<file path="src/rtl/mc_pkg.sv">
// Shared encodings for the multicycle MIPS-subset controller: opcodes, state codes,
// datapath select codes and the decoded instruction-class vector.
package mc_pkg;

  localparam logic [5:0] OpRtype = 6'b000000;
  localparam logic [5:0] OpLw    = 6'b100011;
  localparam logic [5:0] OpSw    = 6'b101011;
  localparam logic [5:0] OpLui   = 6'b001111;
  localparam logic [5:0] OpOri   = 6'b001101;
  localparam logic [5:0] OpBeq   = 6'b000100;
  localparam logic [5:0] OpJal   = 6'b000011;
  localparam logic [5:0] FunctJr = 6'b001000;

  typedef enum logic [2:0] {
    StFetch  = 3'd0,
    StDecode = 3'd1,
    StExec   = 3'd2,
    StMem    = 3'd3,
    StWb     = 3'd4,
    StJmp    = 3'd5
  } state_e;

  typedef enum logic [2:0] {
    AluRtype = 3'b000,
    AluMem   = 3'b001,
    AluBeq   = 3'b010,
    AluLui   = 3'b011,
    AluOri   = 3'b111
  } alu_op_e;

  typedef enum logic [1:0] {
    PcSeq    = 2'b00,
    PcBranch = 2'b01,
    PcJump   = 2'b10,
    PcRs     = 2'b11
  } pc_src_e;

  typedef enum logic [1:0] {
    DstRt = 2'b00,
    DstRd = 2'b01,
    DstRa = 2'b10
  } reg_dst_e;

  typedef enum logic [1:0] {
    WbAlu = 2'b00,
    WbLui = 2'b01,
    WbMem = 2'b10,
    WbPc4 = 2'b11
  } mem_to_reg_e;

  // One-hot instruction class; all-zero means illegal.
  typedef struct packed {
    logic r;
    logic lw;
    logic sw;
    logic lui;
    logic ori;
    logic beq;
    logic jal;
    logic jr;
  } instr_cls_t;

  typedef struct packed {
    logic        pc_write;
    logic        ir_write;
    logic        alu_src;
    logic        reg_write;
    logic        mem_read;
    logic        mem_write;
    logic        ext_op;
    logic        instr_done;
    logic        illegal;
    reg_dst_e    reg_dst;
    mem_to_reg_e mem_to_reg;
    pc_src_e     pc_src;
    alu_op_e     alu_op;
  } ctrl_t;

endpackage

</file>
<file path="src/rtl/mc_decode.sv">
// Combinational instruction classifier: op/funct to one-hot class plus illegal flag.
module mc_decode
  import mc_pkg::*;
(
  input  logic [5:0] op_i,
  input  logic [5:0] funct_i,
  output instr_cls_t cls_o,
  output logic       illegal_o
);

  always_comb begin
    cls_o = '0;
    case (op_i)
      OpRtype: begin
        if (funct_i == FunctJr) cls_o.jr = 1'b1;
        else                    cls_o.r  = 1'b1;
      end
      OpLw:    cls_o.lw  = 1'b1;
      OpSw:    cls_o.sw  = 1'b1;
      OpLui:   cls_o.lui = 1'b1;
      OpOri:   cls_o.ori = 1'b1;
      OpBeq:   cls_o.beq = 1'b1;
      OpJal:   cls_o.jal = 1'b1;
      default: ;
    endcase
  end

  assign illegal_o = ~|cls_o;

endmodule

</file>
<file path="src/rtl/mc_controller.sv">
// Multicycle MIPS-subset control FSM. Define MCCTRL_MEM_WAIT_EN to add the mem_ready
// handshake that stretches FETCH and MEM until memory completes.
module mc_controller
  import mc_pkg::*;
#(
  parameter int unsigned STATE_W = 3
) (
  input  logic               clk,
  input  logic               reset,
  input  logic [5:0]         op,
  input  logic [5:0]         funct,
  input  logic               zero,
`ifdef MCCTRL_MEM_WAIT_EN
  input  logic               mem_ready,
`endif
  output logic               PCWrite,
  output logic               IRWrite,
  output logic               ALUSrc,
  output logic               RegWrite,
  output logic               MemRead,
  output logic               MemWrite,
  output logic               ExtOp,
  output logic               instr_done,
  output logic               illegal,
  output logic [1:0]         RegDst,
  output logic [1:0]         MemtoReg,
  output logic [1:0]         PCSrc,
  output logic [2:0]         ALUOp,
  output logic [STATE_W-1:0] state
);

  state_e     state_q, state_d;
  instr_cls_t cls;
  logic       dec_illegal;
  logic       mem_rdy;
  ctrl_t      ctrl, ctrl_out;

`ifdef MCCTRL_MEM_WAIT_EN
  assign mem_rdy = mem_ready;
`else
  assign mem_rdy = 1'b1;
`endif

  mc_decode u_decode (
    .op_i      (op),
    .funct_i   (funct),
    .cls_o     (cls),
    .illegal_o (dec_illegal)
  );

  always_comb begin
    state_d = state_q;
    ctrl    = '0;
    case (state_q)
      StFetch: begin
        ctrl.mem_read = 1'b1;
        if (mem_rdy) begin
          ctrl.pc_write = 1'b1;
          ctrl.ir_write = 1'b1;
          state_d       = StDecode;
        end
      end
      StDecode: begin
        if (cls.jal || cls.jr) begin
          state_d = StJmp;
        end else if (dec_illegal) begin
          ctrl.illegal = 1'b1;
          state_d      = StFetch;
        end else begin
          state_d = StExec;
        end
      end
      StExec: begin
        state_d = StWb;
        unique case (1'b1)
          cls.r: ctrl.alu_op = AluRtype;
          cls.lw, cls.sw: begin
            ctrl.alu_op  = AluMem;
            ctrl.alu_src = 1'b1;
            state_d      = StMem;
          end
          cls.beq: begin
            ctrl.alu_op     = AluBeq;
            ctrl.pc_src     = PcBranch;
            ctrl.pc_write   = zero;
            ctrl.instr_done = 1'b1;
            state_d         = StFetch;
          end
          cls.lui: ctrl.alu_op = AluLui;
          cls.ori: begin
            ctrl.alu_op  = AluOri;
            ctrl.alu_src = 1'b1;
            ctrl.ext_op  = 1'b1;
          end
          default: state_d = StFetch;
        endcase
      end
      StMem: begin
        state_d = StFetch;
        if (cls.lw) begin
          ctrl.mem_read = 1'b1;
          state_d       = mem_rdy ? StWb : StMem;
        end else if (cls.sw) begin
          ctrl.mem_write  = 1'b1;
          ctrl.instr_done = mem_rdy;
          state_d         = mem_rdy ? StFetch : StMem;
        end
      end
      StWb: begin
        ctrl.reg_write  = 1'b1;
        ctrl.instr_done = 1'b1;
        state_d         = StFetch;
        unique case (1'b1)
          cls.r:   ctrl.reg_dst    = DstRd;
          cls.lw:  ctrl.mem_to_reg = WbMem;
          cls.lui: ctrl.mem_to_reg = WbLui;
          default: ;
        endcase
      end
      StJmp: begin
        ctrl.instr_done = 1'b1;
        state_d         = StFetch;
        if (cls.jal) begin
          ctrl.pc_write   = 1'b1;
          ctrl.pc_src     = PcJump;
          ctrl.reg_write  = 1'b1;
          ctrl.reg_dst    = DstRa;
          ctrl.mem_to_reg = WbPc4;
        end else if (cls.jr) begin
          ctrl.pc_write = 1'b1;
          ctrl.pc_src   = PcRs;
        end
      end
      default: state_d = StFetch;
    endcase
  end

  always_ff @(posedge clk or posedge reset) begin
    if (reset) state_q <= StFetch;
    else       state_q <= state_d;
  end

  // Reset masks every strobe combinationally, so nothing fires while it is held.
  always_comb begin
    ctrl_out = ctrl;
    if (reset) ctrl_out = '0;
  end

  assign PCWrite    = ctrl_out.pc_write;
  assign IRWrite    = ctrl_out.ir_write;
  assign ALUSrc     = ctrl_out.alu_src;
  assign RegWrite   = ctrl_out.reg_write;
  assign MemRead    = ctrl_out.mem_read;
  assign MemWrite   = ctrl_out.mem_write;
  assign ExtOp      = ctrl_out.ext_op;
  assign instr_done = ctrl_out.instr_done;
  assign illegal    = ctrl_out.illegal;
  assign RegDst     = ctrl_out.reg_dst;
  assign MemtoReg   = ctrl_out.mem_to_reg;
  assign PCSrc      = ctrl_out.pc_src;
  assign ALUOp      = ctrl_out.alu_op;
  assign state      = STATE_W'(state_q);

endmodule

</file>
<file path="config.mk">
export PLATFORM = sky130hd
export DESIGN_NAME = mc_controller
export DESIGN_NICKNAME = d
export VERILOG_FILES = /design/src/rtl/mc_pkg.sv /design/src/rtl/mc_decode.sv /design/src/rtl/mc_controller.sv
export SDC_FILE = /design/constraint.sdc
export NUM_CORES = 1
export LEC_CHECK = 0
export ABC_AREA = 1
export CORE_AREA = 2 2 44 46
export CTS_CLUSTER_DIAMETER = 120
export CTS_CLUSTER_SIZE = 8
export DETAILED_ROUTE_END_ITERATION = 12
export DIE_AREA = 0 0 46 48
export PLACE_DENSITY_LB_ADDON = 0.2
export SETUP_SLACK_MARGIN = 0.05
export SYNTH_ARGS = -nofsm -noshare
export SYNTH_HDL_FRONTEND = slang
export SYNTH_HIERARCHICAL = 1
export SYNTH_SLANG_ARGS = --single-unit
</file>
<file path="constraint.sdc">
create_clock -name clk -period 2.2 [get_ports clk]
set_input_delay 0.44 -clock clk [delete_from_list [all_inputs] [get_ports clk]]
set_output_delay 0.44 -clock clk [all_outputs]
set_load 0.03 [all_outputs]
</file>
== Word level (Yosys, flattened, before mapping) ==
Index checks and enable logic that the tools add are counted.

* Register bits after elaboration: 3
* Bits in latches: 0
* RAM bits: 0
* Memory bits (read-only): 0
* Bits of input ports: 15
* Output and inout bits: 21
* Word-level logic and storage cells: 68
* Memories kept: 0

* Add/subtract/negate cells: 0
* Multipliers: 0
* Div/mod/pow operators: 0
* $lt $le $gt $ge: 0
* Equal/unequal tests: 12
* Shifts and indexed selects: 0
* Muxes and demuxes: 47
* Bitwise gates (word level): 0
* Reductions and logical operators: 8

{| class="wikitable"
|+ Operators by type and width
! operator !! number
|-
| 1-bit two-way mux || 29
|-
| 3-bit case mux with 4 select lines || 2
|-
| 6-bit by 4-bit == test with 1-bit output, second input constant || 3
|-
| 18-bit two-way mux || 1
|-
| 6-bit == test, second input constant || 2
|-
| 3-bit two-way mux || 3
|-
| 2-bit case mux with 2 select lines || 2
|-
| 4-bit case mux with 2 select lines || 1
|-
| 8-bit OR reduction || 1
|-
| 3-bit by 2-bit == test with 1-bit output, second input constant || 2
|-
| 3-bit == test, second input constant || 2
|-
| 6-bit by 2-bit == test with 1-bit output, second input constant || 1
|-
| 6-bit by 3-bit == test with 1-bit output, second input constant || 1
|-
| 6-bit logical NOT || 1
|-
| 2-bit two-way mux || 3
|-
| 1-bit case mux with 3 select lines || 2
|-
| 3-bit case mux with 2 select lines || 1
|-
| 3-bit OR reduction || 2
|-
| 4-bit two-way mux || 1
|-
| 1-bit case mux with 2 select lines || 2
|-
| 2-bit OR reduction || 2
|-
| 3-bit by 1-bit == test with 1-bit output, second input constant || 1
|-
| 3-bit logical NOT || 1
|-
| 1-bit logical OR || 1
|}

== Longest topological paths before layout ==
Gate-level depths: netlist of the first run.

* Word-level depth: 8
* Gate-level depth with buffers: 10
* Gate-level depth less buffers: 10

== Modules after synthesis ==
The synthesis of the first run kept the hierarchy.

{| class="wikitable"
|+ Modules (own cells, without submodules)
! module !! times used !! cells an instance !! area each (um^2) !! sequential area each (um^2)
|-
| mc_controller || 1 || 86 || 461.7 || 75.1
|-
| mc_decode || 1 || 40 || 181.4 || 0.0
|}

== Worst setup path before layout of the first run ==
Ideal clock, no wire load.

* Kind: register -> output
* From: reg state_q[1], in the netlist state[1]
* To: out RegDst[0]
* Arrival time: 1.940 ns
* Data required time: 1.760 ns
* Path slack: -0.180 ns
* Stages on the path, launching flop included: 5
* Path buffers: 0
* Cell sequence: dfrtp_1 > inv_1 > ha_1 > inv_1 > nor4_1

* Cells in the longest elaborated chain, start to end: 3
* Elaborated cells between the ends (all ways): 4
* Those cells by class: 2 x eq/ne; 2 x mux

{| class="wikitable"
|+ Ends and longest elaborated chain
! item !! line !! source
|-
| start, declared || mc_controller.sv:32 || <nowiki>state_e state_q, state_d;</nowiki>
|-
| start signal, assigned || mc_controller.sv:139 || <nowiki>if (reset) state_q <= StFetch;</nowiki>
|-
| start signal, assigned || mc_controller.sv:140 || <nowiki>else state_q <= state_d;</nowiki>
|-
| 3-bit == test || mc_controller.sv:54 || <nowiki>case (state_q)</nowiki>
|-
| 4-bit case mux with 2 select lines (*) || mc_controller.sv:54 ||
|-
| 18-bit two-way mux (*) || mc_controller.sv:146 || <nowiki>if (reset) ctrl_out = '0;</nowiki>
|-
| end, declared || mc_controller.sv:25 || <nowiki>output logic [1:0] RegDst,</nowiki>
|}

Mark *: on every way between the ends. The rest lies on a longest branch, timed or not.

==> flow_metrics.env, run 1 <==
export IMPL_hold_violations=0
export IMPL_r2r_cells=6
export IMPL_routabilityCongestion=0.8410
export IMPL_viasPerCell=4.916
export IMPL_clkLatencyLatePin_ns=0.23
export IMPL_dpl_cell_count=182
export IMPL_cts_tree="done"
export IMPL_slew_headroom=0.7896
export IMPL_vdd_drop_max_mv=0.3907
export IMPL_grt_max_degree=11
export IMPL_power_total_mw=0.4856
export IMPL_root_buffer="clkbuf_4"
export IMPL_dpl_worst_slack_ns=-0.2216
export IMPL_syn_inst=126
export IMPL_fillCellCount=167
export IMPL_final_area_um2=1125
export IMPL_routedWlPerCell_um=10.75
export IMPL_clock_skew_ns=0.0003567
export IMPL_leakagePower_nw=0.6155
export IMPL_vias=939
export IMPL_arrival_ns=1.64
export IMPL_core_region_area_um2=1689
export IMPL_worst_path_max_fanout=4
export IMPL_cp_required_ns=1.76
export IMPL_dr_pass1_iters=4
export IMPL_dp_hpwl_um=1540
export IMPL_syn_to_final_growth_pct=74.90
export IMPL_worst_pin_slew_ns=0.3146
export IMPL_worst_slack_ns=0.1249
export IMPL_cts_made_buffers=3
export IMPL_cts_path_max_buffers=2
export IMPL_postCtsHoldBufs=0
export IMPL_critPathCaptureType="output pin"
export IMPL_grt_overflow=0
export IMPL_cts_clk_slew_worst_paths_ns=0.03
export IMPL_rows=15
export IMPL_route_detailed_drc=0
export IMPL_place_area_um2=1011
export IMPL_fmax_mhz=481.9
export IMPL_start_util=0.3807
export IMPL_avgSynthCellArea_um2=5.104
export IMPL_yosys_warnings=6
export IMPL_tns_ns=0
export IMPL_finalWirelength_um=2053
export IMPL_slew_violations=0
export IMPL_crit_type="primary input to output pin"
export IMPL_setup_viol=0
export IMPL_insertedDiodeCount=0
export IMPL_ios=36
export IMPL_antenna_found_initial=0
export IMPL_status="complete, no violations"
export IMPL_synthesis_area_um2=643.1
export IMPL_start_kind="primary input"
export IMPL_grtUsageTotal=0.1989
export IMPL_synth_net_count=144
export IMPL_die_height_um=48
export IMPL_cap_violations=0
export IMPL_rsz0062_at_grt="false"
export IMPL_ys_seq_elements=3
export IMPL_hold_class="primary input to async pin"
export IMPL_portBuffers=35
export IMPL_htree_levels=1
export IMPL_seq_area_frac_synth=0.1167
export IMPL_fin_crit_ns=2.075
export IMPL_layout_drive_gt1_share=0.3391
export IMPL_die_x_um=46
export IMPL_dieArea_um2=2208
export IMPL_drt_iter0_drc=18
export IMPL_grt_pass1_vias=849
export IMPL_ys_types=17
export IMPL_clock_sinks=3
export IMPL_fin_crit_sh=0.9432
export IMPL_p_per_area_nw_per_um2=431.7
export IMPL_antenna_left=0
export IMPL_fin_cells=191
export IMPL_largest_reg_flops=3
export IMPL_nets=193
export IMPL_grt_pass1_wl_um=3229
-- per-stage QoR --
stage	util	hold WS, ns
after CTS	0.6363	0.7005
final	0.6659	0.7178
after detailed placement	0.5985	0.7123
after global routing	0.6659	0.7293
after floorplan	-	0.3901
after global placement	0.5985	0.7175
-- final timing paths --
check	start	slack, ns	endpoint
setup / recovery	op[1]	0.12	PCWrite
min in group clk	state[2]	0.78	state[1]
max in group asynchronous	reset	1.37	state[2]
setup reg to reg	state[1]	0.92	state[2]
hold reg to reg	state[2]	0.78	state[1]
hold / removal	reset	0.72	state[1]
-- layer usage --
metal / part of all wire / global-route usage / wire [µm]
met2: 0.51 / 0.3472 / 1037
met3: 0.062 / 0.02642 / 127
met5: 0 / 0 / 0
met1: 0.43 / 0.2394 / 887
met4: 0 / 0.09714 / 0
-- cells by family (layout without fill, tap and decap cells) --
kind of cell / count (synthesis) / after routing / synth area share
and+or+nand+nor: 80 / 80 / 0.5662
buffers and inverters: 31 / 79 / 0.1848
AOI/OAI and AO/OA: 9 / 9 / 0.07392
adders and majority gates: 3 / 3 / 0.05837
DFF: 3 / 3 / 0.1167
-- what timing repair did --
action,4_1_cts,5_1_grt
setup buffers,2,3
gates resized for setup,26,16
pin swaps,13,8
setup endpoints to repair,17,9
-- critical path, cell delays in order --
cell and delay (ns):
clkdlybuf4s15_1 0.23, nor2_2 0.15, nand3_2 0.13, nor2_2 0.15, inv_1 0.06, nand2_2 0.07
nand3_2 0.09, nand3_2 0.08, nand2_1 0.05, inv_1 0.06, buf_6 0.13
-- placed cells by master, fill, tap and decap left out --
master / count
nor3_2: 1
inv_1: 28
clkbuf_4: 3
clkdlybuf4s15_1: 1
nand3_1: 13
dlygate4sd2_1: 6
buf_6: 2
dfrtp_2: 1
nor4_2: 1
nor3_1: 1
buf_4: 27
nor2b_1: 1
a31oi_1: 2
o21ai_0: 1
clkdlybuf4s15_2: 2
clkbuf_2: 3
nor2_4: 4
clkbuf_1: 1
nand2_1: 22
nor2_1: 21
ha_1: 3
nand2_2: 4
nand4_4: 1
clkdlybuf4s50_1: 5
a21oi_1: 6
dfrtp_1: 2
nor2_2: 6
inv_2: 1
nand3_2: 3
nand4_1: 2
-- where the power goes --
group / switching [mW] / internal, mW / total [mW]
Combinational: 0.188 / 0.112 / 0.299
Sequential: 0.0263 / 0.0668 / 0.0931
Clock: 0.0256 / 0.0678 / 0.0933
-- Yosys cell counts (all sizes together) --
cell	number	area, µm²
nor2	31	138.9
inv	29	108.9
nand2	26	97.59
nand3	16	80.08
a21oi	6	30.03
dfrtp	3	75.07
ha	3	37.54
nand4	3	25.02
a31oi	2	12.51
buf	2	10.01
nor3	2	10.01
nor2b	1	6.260
nor4	1	6.260
o21ai	1	5.000
-- final cells by class --
type                    count  area (µm²)  area share
multi-input cells          92       516.7      0.4594
clock buffers               4       26.28     0.02336
flip-flops and latches      3       76.32     0.06785
well taps                  17       21.27     0.01891
inverters                  29       108.9     0.09677
repair buffers             46       375.4      0.3337
No activity file was read; power rests on OpenSTA's default activity.
==> run 2: changes to the inputs <==
- CORE_AREA: 2 2 44 46 -> 2 2 46 48
- DIE_AREA: 0 0 46 48 -> 0 0 48 50
==> flow_metrics.env, run 2 (synthesis gave the netlist of run 1 again) <==
export IMPL_status="complete, no violations"
export IMPL_die_height_um=50
export IMPL_arrival_ns=1.63
export IMPL_largest_reg_flops=3
export IMPL_clock_sinks=3
export IMPL_power_total_mw=0.4840
export IMPL_fin_crit_ns=2.074
export IMPL_rows=16
export IMPL_postCtsHoldBufs=0
export IMPL_syn_to_final_growth_pct=71.40
export IMPL_worst_pin_slew_ns=0.3104
export IMPL_fmax_mhz=482.2
export IMPL_cts_clk_slew_worst_paths_ns=0.04
export IMPL_nets=191
export IMPL_p_clk_frac=0.205
export IMPL_p_per_area_nw_per_um2=439.1
export IMPL_start_kind="primary input"
export IMPL_grt_overflow=0
export IMPL_cp_required_ns=1.76
export IMPL_grt_pass1_vias=802
export IMPL_cts_made_buffers=3
export IMPL_viasPerCell=4.447
export IMPL_crit_type="primary input to output pin"
export IMPL_leakagePower_nw=0.6124
export IMPL_slew_violations=0
export IMPL_htree_levels=1
export IMPL_cts_tree="done"
export IMPL_vdd_drop_max_mv=0.4432
export IMPL_hold_class="primary input to async pin"
export IMPL_p_sw_mw=0.2366
export IMPL_place_area_um2=1023
export IMPL_setup_viol=0
export IMPL_routedWlPerCell_um=10.09
export IMPL_insertedDiodeCount=0
export IMPL_slew_headroom=0.7924
export IMPL_finalWirelength_um=2008
export IMPL_grt_pass1_wl_um=3318
export IMPL_dp_hpwl_um=1536
export IMPL_layout_commonest_cell="inv_1"
export IMPL_start_util=0.3382
export IMPL_route_detailed_drc=0
export IMPL_layout_drive_gt1_share=0.3430
export IMPL_dieArea_um2=2400
export IMPL_cap_violations=0
export IMPL_critPathCaptureType="output pin"
export IMPL_antenna_found_initial=0
export IMPL_grt_max_degree=11
export IMPL_die_x_um=48
export IMPL_clock_skew_ns=0.005245
export IMPL_final_area_um2=1102
export IMPL_core_region_area_um2=1902
export IMPL_p_int_mw=0.2474
export IMPL_antenna_left=0
export IMPL_routabilityCongestion=0.8703
export IMPL_root_buffer="clkbuf_4"
export IMPL_dr_pass1_iters=4
export IMPL_final_cell_mix="28 x inv_1, 26 x buf_4, 24 x nand2_1, 20 x nor2_1, 13 x nand3_1"
export IMPL_cts_path_max_buffers=2
export IMPL_rsz0062_at_grt="false"
export IMPL_grtUsageTotal=0.1884
export IMPL_ios=36
export IMPL_vias=885
export IMPL_fin_crit_sh=0.9426
export IMPL_utilization=0.5796
export IMPL_hold_violations=0
export IMPL_clkLatencyLatePin_ns=0.24
export IMPL_worst_path_max_fanout=5
export IMPL_seq_power_share=0.183
export IMPL_pwr_share_comb=0.612
export IMPL_r2r_cells=6
export IMPL_drt_iter0_drc=15
export IMPL_portBuffers=35
export IMPL_swShare=0.4888
[run 2: cell count changes in the layout (fill, tap and decap cells not counted), sizes merged]
| cell | delta |
|---|---|
| clkbuf | +2 |
| buf | -2 |
| dlymetal6s2s | +2 |
| clkdlybuf4s15 | -2 |
| dlygate4sd2 | -2 |
[run 2: final timing paths]
path	startpoint	end	slack, ns
min in group clk	state[2]	state[1]	0.71
max in group asynchronous	reset	state[2]	1.38
worst max register to register	state[2]	state[2]	0.97
worst max-delay path	op[3]	MemtoReg[1]	0.13
worst min-delay path	reset	state[1]	0.71
worst min register to register	state[2]	state[1]	0.71
[run 2: area by class of cell]
type,instances,area (µm²)
Clock buffer,4,26.28
Fill cell,185,799.5
Inverter,29,108.9
Multi-Input combinational cell,92,503.0
Sequential cell,3,77.57
Tap cell,27,33.78
Timing Repair Buffer,44,352.8
[run 2: what timing repair did]
action,4_1_cts,5_1_grt
gates resized for setup,21,20
buffers inserted,3,0
pin swaps,11,8
setup endpoints to repair,17,12
hold endpoints to repair,0,0
[run 2: layer usage]
| metal | global-route usage | vias up | wire length [µm] |
|---|---|---|---|
| li1 | - | 480 | - |
| met1 | 0.2274 | 372 | 846 |
| met2 | 0.3311 | 31 | 1024 |
| met3 | 0.02198 | 2 | 117 |
| met4 | 0.05405 | 0 | 19 |
| met5 | 0 | - | 0 |
[run 2: power groups by stage]
stage	combinational [mW]	sequential [mW]	clock, mW
after detailed placement	0.280	0.0875	0
after CTS	0.295	0.0872	0.104
after global placement	0.279	0.0859	0
final	0.296	0.0885	0.0992
after floorplan	0.149	0.105	0
after global routing	0.324	0.0910	0.106
[run 2: metrics by stage]
| step | setup slack (ns) | instances | hold slack, ns | TNS, ns |
|---|---|---|---|---|
| after floorplan | 0.1497 | 126 | 0.3901 | 0 |
| after detailed placement | -0.1875 | 192 | 0.7418 | -1.363 |
| after global placement | -0.1718 | 192 | 0.7156 | -1.165 |
| final | 0.1264 | 199 | 0.7056 | 0 |
| after global routing | 0.02489 | 199 | 0.7472 | 0 |
| after CTS | 0.05038 | 199 | 0.6957 | 0 |
[run 2: worst max-delay path, stage by stage]
cell	delay, ns
clkdlybuf4s15_2	0.23
nor2_4	0.14
nand2_1	0.11
nor2_4	0.12
nand4_2	0.13
nand2_1	0.10
nand2_1	0.07
a21oi_1	0.12
buf_4	0.17
